==> config.mk <==
export PLATFORM = sky130hd
export DESIGN_NAME = mux4to1_rr
export DESIGN_NICKNAME = d
export VERILOG_FILES = /design/src/rtl/mux4to1_rr.sv
export SDC_FILE = /design/constraint.sdc
export NUM_CORES = 1
export LEC_CHECK = 0
export CAP_MARGIN = 0
export CORE_MARGIN = 4
export CORE_UTILIZATION = 25
export CTS_BUF_LIST = sky130_fd_sc_hd__clkbuf_4 sky130_fd_sc_hd__clkbuf_8
export CTS_CLUSTER_DIAMETER = 100
export DETAILED_ROUTE_END_ITERATION = 16
export PLACE_DENSITY = 0.66
export SYNTH_ARGS = -nofsm -noshare
export SYNTH_HDL_FRONTEND = slang
export SYNTH_SLANG_ARGS = --single-unit
export TNS_END_PERCENT = 10
==> constraint.sdc <==
create_clock -name clk -period 2.7 [get_ports clk]
set_clock_uncertainty 0.15 [all_clocks]
set_input_delay 0.675 -clock clk [delete_from_list [all_inputs] [get_ports clk]]
set_output_delay 0.675 -clock clk [all_outputs]
set_load 0.02 [all_outputs]
==> src/rtl/mux4to1_rr.sv <==
// Four-channel round-robin merge into a single registered output slot.
// Each held word carries its source channel index on out_s so a downstream demux can route it back.
module mux4to1_rr #(
    parameter int DW = 8
) (
    input  logic            clk,
    input  logic            rst,
    input  logic            En,
    input  logic [3:0]      in_valid,
    input  logic [4*DW-1:0] in_data,
    output logic [3:0]      in_ready,
    output logic            out_valid,
    input  logic            out_ready,
    output logic [DW-1:0]   out_data,
    output logic [1:0]      out_s
);

    // Returns {found, index} of the first valid channel searching from ptr upward, mod 4.
    function automatic logic [2:0] rr_pick(input logic [1:0] ptr, input logic [3:0] vld);
        logic [2:0] res;
        logic [1:0] idx;
        res = '0;
        for (int k = 3; k >= 0; k--) begin
            idx = ptr + 2'(k);
            if (vld[idx]) res = {1'b1, idx};
        end
        return res;
    endfunction

    logic            out_valid_q, out_valid_d;
    logic [DW-1:0]   out_data_q, out_data_d;
    logic [1:0]      out_s_q, out_s_d;
    logic [1:0]      ptr_q, ptr_d;

    logic            slot_free;
    logic            arb_en;
    logic [2:0]      pick;
    logic            grant_vld;
    logic [1:0]      grant_idx;
    logic            xfer_in;
    logic            xfer_out;

    always_comb begin
        slot_free = !out_valid_q || out_ready;
        arb_en    = En && !rst && slot_free;
        pick      = rr_pick(ptr_q, in_valid);
        grant_vld = arb_en && pick[2];
        grant_idx = pick[1:0];
        in_ready  = grant_vld ? (4'b0001 << grant_idx) : 4'b0000;
        xfer_in   = |(in_valid & in_ready);
        xfer_out  = out_valid_q && out_ready;
    end

    always_comb begin
        out_valid_d = out_valid_q;
        out_data_d  = out_data_q;
        out_s_d     = out_s_q;
        ptr_d       = ptr_q;
        if (xfer_in) begin
            // Covers both an empty-slot load and a same-cycle reload behind a drain.
            out_valid_d = 1'b1;
            out_data_d  = in_data[grant_idx*DW +: DW];
            out_s_d     = grant_idx;
            ptr_d       = grant_idx + 2'd1;
        end else if (xfer_out) begin
            out_valid_d = 1'b0;
        end
    end

    always_ff @(posedge clk) begin
        if (rst) begin
            out_valid_q <= 1'b0;
            out_data_q  <= '0;
            out_s_q     <= 2'd0;
            ptr_q       <= 2'd0;
        end else begin
            out_valid_q <= out_valid_d;
            out_data_q  <= out_data_d;
            out_s_q     <= out_s_d;
            ptr_q       <= ptr_d;
        end
    end

    assign out_valid = out_valid_q;
    assign out_data  = out_data_q;
    assign out_s     = out_s_q;

endmodule

== After elaboration in Yosys (flattened, before gate mapping) ==
Index checks and enable logic that the tools add are counted.

* Register bits after elaboration: 13
* Input port bits: 40

* Add/subtract/negate cells: 4
* $lt $le $gt $ge: 4
* Shift operators: 2
* Mux-type cells: 15
* Bitwise operators: 1
* Reductions and logical operators: 9

{| class="wikitable"
|+ Operators with widths
! operator !! number
|-
| $shiftx A32 B6 Y8 || 1
|-
| $lt A2 B3 Y1 const B || 4
|-
| $mux W3 || 4
|-
| $bmux W1 S2 || 4
|-
| $mux W1 || 6
|-
| $add A2 B1 Y2 const B || 2
|-
| $add A2 B2 Y2 const B || 2
|-
| $and A4 B4 Y4 || 1
|-
| $logic_and A1 B1 Y1 || 4
|-
| $mux W4 || 1
|-
| $reduce_or A4 Y1 || 1
|-
| $shl A1 B2 Y4 const A || 1
|-
| $logic_not A1 Y1 || 2
|-
| $reduce_bool A2 Y1 || 1
|-
| $logic_or A1 B1 Y1 || 1
|}

== Depth between registers and ports, before layout ==
Gate-level depths: netlist of run 1.

* Depth after elaboration: 12
* Depth in mapped cells: 7
* Gate-level depth less buffers: 5

== Worst setup path before layout of run 1 ==
No wires, ideal clock.

* Path kind: in2out
* From: input in_valid[1]
* To: output in_ready[1]
* Data arrival time: 1.728 ns
* Path slack: 0.147 ns
* Stages: 5
* Cells stage by stage: or4_1 > and4b_1 > buf_6 > nand2_1 > nor2_1

* Word-level cells in the longest chain between the ends: 8
* Elaborated cells between the ends (all ways): 15

{| class="wikitable"
|+ RTL lines
! item !! RTL line !! text
|-
| start: declaration || 9 || <nowiki>input logic [3:0] in_valid,</nowiki>
|-
| $bmux W1 S2 || 25 || <nowiki>if (vld[idx]) res = {1'b1, idx};</nowiki>
|-
| $mux W1 (not written as such) || 25 ||
|-
| $mux W3 (3 in series) || 25 ||
|-
| $mux W3 (*) || 25 ||
|-
| $shl A1 B2 Y4 or $logic_and A1 B1 Y1 (tied branches) || 49, 47 ||
|-
| $mux W4 (*) || 49 || <nowiki>in_ready = grant_vld ? (4'b0001 << grant_idx) : 4'b0000;</nowiki>
|-
| end: declaration || 11 || <nowiki>output logic [3:0] in_ready,</nowiki>
|}

Every way passes the cells marked *; elsewhere a longest branch is shown, timed or not. The select of a mux whose other input is x is not followed.

== Worst setup path after layout of run 1 ==
* From: input in_valid[1]
* To: output in_ready[3]

Same word-level chain as after synthesis.

==> flow_summary.yaml, run 1 <==
sta:
  hold_viol_final: 0
  tightest_slew_ns: 0.306
  timing.fmax_mhz: 373
  setup_viol: 0
  grt_setup_unrepaired: "yes"
  drv_slew: 0
  slew_headroom_pct: 79.6
  fin_crit_sh_pct: 99.2
  fin_crit_ns: 2.68
run:
  maxCapViolCount: 0
final_layout:
  fin_cells: 196
  nets: 193
  regArea_um2: 260
  diodes: 0
  drive_above_1_share_pct: 23.7
  fill_cells: 327
  multi_input_comb_area_um2: 514
  syn2layout_area_growth_pct: 83.5
min_path:
  worstHoldPathType: "reg2reg"
  holdCritStartpoint: "out_s[0]"
  holdPathEnd: "out_s[0]"
  hold-path-cell-count: 2
global_route:
  antenna_found_initial: 0
  grt_pass1_wl_um: 4110
  grt_overflow: 0
  grt_pass1_vias: 900
  grt_usage_pct: 12.7
  grt_max_degree: 19
clocking:
  clk_pin_slew_ns: 0.08
  ctsHoldBuffers: 0
  insertion_delay_ns: 0.27
  clk_path_buf_depth: 2
  cts_sinks: 13
  cts_buffers: 3
  cts_tree: "done"
  cts_max_level: 1
  root_buffer: "clkbuf_4"
routing:
  viasPerCell: 4.64
  vias: 910
  postRouteAntennaNets: 0
  wl_um: 2650
  dr.pass1.iters: 4
  drc: 0
  post_drt_wl_per_cell_um: 13.5
  drtIter0Drc: 27
synthesis:
  synth_top_cell_by_area: "dfxtp_1"
  synth_compound_area_share_pct: 18.8
  ys_seq_elements: 13
  yosysSeqAreaShare_pct: 31.8
  synthMuxAreaShare_pct: 20.8
  synth_nets: 124
  synth_top_family_by_area: "multiplexers"
  synthXorXnorAreaFrac_pct: 1.07
  yosys.area_share.simple_pct: 20.5
  syn_area_um2: 818
  synth_area_leaders: "dfxtp_1 32%, mux2i_1 21%, o221ai_1 8.6%, nand3b_1 7.3%, buf_6 5.5%"
  ys_types: 23
  avgSynthCellArea_um2: 9.74
  synth_top_area_share_pct: 31.8
  synth_warnings: 0
  syn-instance-count: 84
  synthAdderAreaFrac_pct: 0
critical_path:
  arrival_ns: 1.85
  reg2reg_depth: 6
  cpPeakStageDelay_ns: 0.52
  setup.worst_path.start: "in_valid[1]"
  regToRegEndpoint: "out_data[5]"
  cp_data_required_time_ns: 1.88
  critPathBufInv: 2
  path_depth: 6
  reg2reg_from: "ptr_q[1]"
  path_class: "in2out"
  r2r_setup_slack_ns: 0.76
  cp_top_family: "simple AND/OR/NAND/NOR gates"
  crit_path_top_delay_cell: "or4_4"
  path_max_fanout: 3
  endpoint_kind: "output pin"
  start_kind: "input pin"
  crit_chain: "buf_6 > or4_4 > and4b_1 > nand2_2 > nor2_1 > buf_4"
die:
  core_um2: 3100
  die_y_um: 65.2
  die_area_um2: 4250
  initial_core_util_pct: 26.4
  ios: 55
  die_w_um: 65.2
  fp-row-count: 20
status:
  outcome: "complete, no violations"
place:
  placed_cells: 189
  dp_hpwl_um: 2110
  place.port_buffers: 54
  gp_congestion: 0.735
power_and_ir_drop:
  vdd.ir_drop.worst_mv: 0.147
  p_leak_nw: 0.602
  powerDensity_nw_per_um2: 401
  finalPower_mw: 0.602
[synthesized netlist by cell type, drive strengths merged]
cell type / instances
and4b: 1
buf: 5
nand3b: 8
mux2i: 17
inv: 1
o22ai: 2
a211oi: 2
o221ai: 8
nor2: 5
o22a: 1
nand2: 6
nand4b: 1
or4: 1
nor3: 2
xnor2: 1
clkbuf: 1
nand2b: 2
a21oi: 6
dfxtp: 13
o21a: 1
[state kept, by name (all words and copies together), names as in the netlist]
name	flops
ptr_q	2
out_valid	1
out_data	8
out_s	2
[tightest hold or removal path: stages, from the launching register on]
cell,delay [ns]
dfxtp_1,0.32
nand2_1,0.05
a21oi_1,0.05
[stage by stage]
| stage | setup WS, ns | TNS [ns] | util [%] | hold WS, ns | area (µm²) |
|---|---|---|---|---|---|
| after floorplan | 0.147 | 0 | - | 0.372 | 818 |
| after global placement | -0.668 | -2.52 | 47.0 | 0.298 | 1460 |
| after detailed placement | -0.734 | -2.69 | 47.0 | 0.299 | 1460 |
| after CTS | 0.00314 | 0 | 47.7 | 0.310 | 1480 |
| after global routing | -0.0140 | -0.0210 | 48.4 | 0.342 | 1500 |
| final | 0.0209 | 0 | 48.4 | 0.309 | 1500 |
[kinds of logic after synthesis]
logic type,Yosys count
simple gates,26
compound gates,20
mux,17
flops,13
buf+inv,7
xor+xnor,1
[power by group]
group          switching (mW)  internal (mW)
sequential             0.0112          0.211
clock                  0.0634         0.0673
combinational           0.106          0.143
total                   0.180          0.422
[repair_timing]
item	4_1_cts	5_1_grt
endpoints found under the setup margin	4	2
pin swaps	4	6
gates resized for setup	33	7
setup buffers	2	1
hold endpoints to repair	0	0
[placed cells by master, fill, tap and decap left out, drive strengths merged, types with 2 or more instances in the layout]
cell / count
clkbuf: 5
nand3b: 8
mux2i: 17
o221ai: 8
buf: 23
nor3: 2
nor2: 5
nand2b: 2
dfxtp: 13
clkdlybuf4s50: 46
o22ai: 2
a21oi: 6
nand2: 6
a211oi: 2
[area by class of cell]
type	instances	area share (%)
tap	44	3.67
clock buffer	4	2.00
sequential	13	17.3
inverter	1	0.250
timing repair buffer	70	42.5
multi-input combinational	64	34.2
[worst max path at each step]
stage             endpoint  slack (ns)
3_3_place_gp   in_ready[3]       -0.67
6_report       in_ready[3]        0.02
3_5_place_dp   in_ready[3]       -0.73
5_1_grt        in_ready[1]       -0.01
4_1_cts        in_ready[3]       0.003
2_1_floorplan  in_ready[1]        0.15
[layer usage]
layer  vias up  part of all wire (%)  global-route usage, %
met4         0                   1.4                   5.44
met2        30                    53                   22.5
met5         -                     0                      0
met3         4                   6.8                   3.59
li1        459                     -                      -
met1       417                    39                   13.9
No activity file was read; power rests on OpenSTA's default activity.
==> run 2, diff against run 1 <==
- clock period: 2.7 -> 2.9 ns (I/O delays scaled with it)
==> flow_summary.yaml, run 2 (same netlist as run 1, synthesis figures left out) <==
critical_path:
  endpoint_kind: "output pin"
  r2r_setup_slack_ns: 0.93
  path_max_fanout: 3
  arrival_ns: 1.99
  cp_data_required_time_ns: 2.03
  start_kind: "input pin"
  path_class: "in2out"
clocking:
  root_buffer: "clkbuf_4"
  cts_buffers: 3
  cts_max_level: 1
  clk_pin_slew_ns: 0.08
  cts_tree: "done"
  clk_path_buf_depth: 2
  ctsHoldBuffers: 0
  cts_sinks: 13
  insertion_delay_ns: 0.27
routing:
  drtIter0Drc: 17
  postRouteAntennaNets: 0
  wl_um: 2630
  viasPerCell: 4.63
  vias: 902
  drc: 0
  dr.pass1.iters: 4
  post_drt_wl_per_cell_um: 13.5
power_and_ir_drop:
  powerDensity_nw_per_um2: 372
  p_seq_share_pct: 37.1
  p_sw_mw: 0.167
  switching_share_pct: 30.0
  finalPower_mw: 0.557
  vdd.ir_drop.worst_mv: 0.137
  internal-power_mw: 0.390
  pwr-share-clk_pct: 21.9
  p_leak_nw: 0.588
  power_frac_comb_pct: 41.0
global_route:
  grt_pass1_vias: 899
  grt_overflow: 0
  grt_max_degree: 19
  grt_pass1_wl_um: 4100
  grt_usage_pct: 12.6
  antenna_found_initial: 0
sta:
  drv_slew: 0
  whs_ns: 0.309
  fin_crit_sh_pct: 98.7
  hold_viol_final: 0
  grt_setup_unrepaired: "no"
  fin_crit_ns: 2.86
  slew_headroom_pct: 79.7
  setup_viol: 0
  finalWorstSetupSlack_ns: 0.0364
  timing.fmax_mhz: 349
  tightest_slew_ns: 0.304
place:
  pre_cts_ws_ns: -0.634
  dp_hpwl_um: 2110
  place.port_buffers: 54
  gp_congestion: 0.735
  place_area_um2: 1460
  placed_cells: 189
die:
  fp-row-count: 20
  die_area_um2: 4250
  die_y_um: 65.2
  initial_core_util_pct: 26.4
  ios: 55
  die_w_um: 65.2
  core_um2: 3100
run:
  maxCapViolCount: 0
final_layout:
  nets: 192
  fin_cells: 195
  diodes: 0
  layout_commonest_cell: "clkdlybuf4s50_1"
  largest_reg_flops: 8
  syn2layout_area_growth_pct: 82.9
  mostFrequentLayoutCells: "46 x clkdlybuf4s50_1, 17 x mux2i_1, 16 x buf_4"
  drive_above_1_share_pct: 20.5
  design_area_um2: 1500
status:
  outcome: "complete, no violations"
min_path:
  worstHoldPathType: "reg2reg"
## run 2: cell type report
cell class / count / area [µm²]
timing repair buffer: 69 / 641
multi-input combinational: 64 / 507
sequential: 13 / 260
tap: 44 / 55.1
fill: 327 / 1610
inverter: 1 / 3.75
clock buffer: 4 / 30.0
## run 2: worst max-delay path, cell delays in order
cell and delay [ns]:
dlygate4sd2_1 0.26, or4_4 0.48, and4b_1 0.22, nand2_2 0.09, nor2_1 0.05, buf_4 0.17
## run 2: metrics by stage
step	utilization (%)	setup TNS, ns
final	48.2	0
after global routing	48.2	0
after CTS	48.3	0
after detailed placement	47.0	-2.29
after global placement	47.0	-2.12
after floorplan	-	0
## run 2: what timing repair did
item,CTS,global route
pin swaps,3,1
setup endpoints to repair,4,3
resized for setup,23,3
setup buffers,2,0
## run 2: path summary, 6_finish.rpt
path                from     endpoint  cells after the start
min             out_s[0]     out_s[0]                      2
max          in_valid[1]  in_ready[3]                      6
max reg2reg     ptr_q[1]  out_data[5]                      6
min reg2reg     out_s[0]     out_s[0]                      2
## run 2: power groups by stage
stage                     Clock, mW  Combinational [mW]  Sequential (mW)
after floorplan                   0              0.0979            0.229
after global placement            0               0.225            0.211
after detailed placement          0               0.229            0.211
after CTS                     0.127               0.231            0.207
after global routing          0.134               0.245            0.210
final                         0.122               0.228            0.207
## run 2: per-layer routing
layer	part of all wire, %	GRT usage, %	up-vias
met5	0	0	-
met1	40	13.9	411
met2	53	22.5	30
met4	1.4	5.44	0
li1	-	-	457
met3	6.5	3.42	4
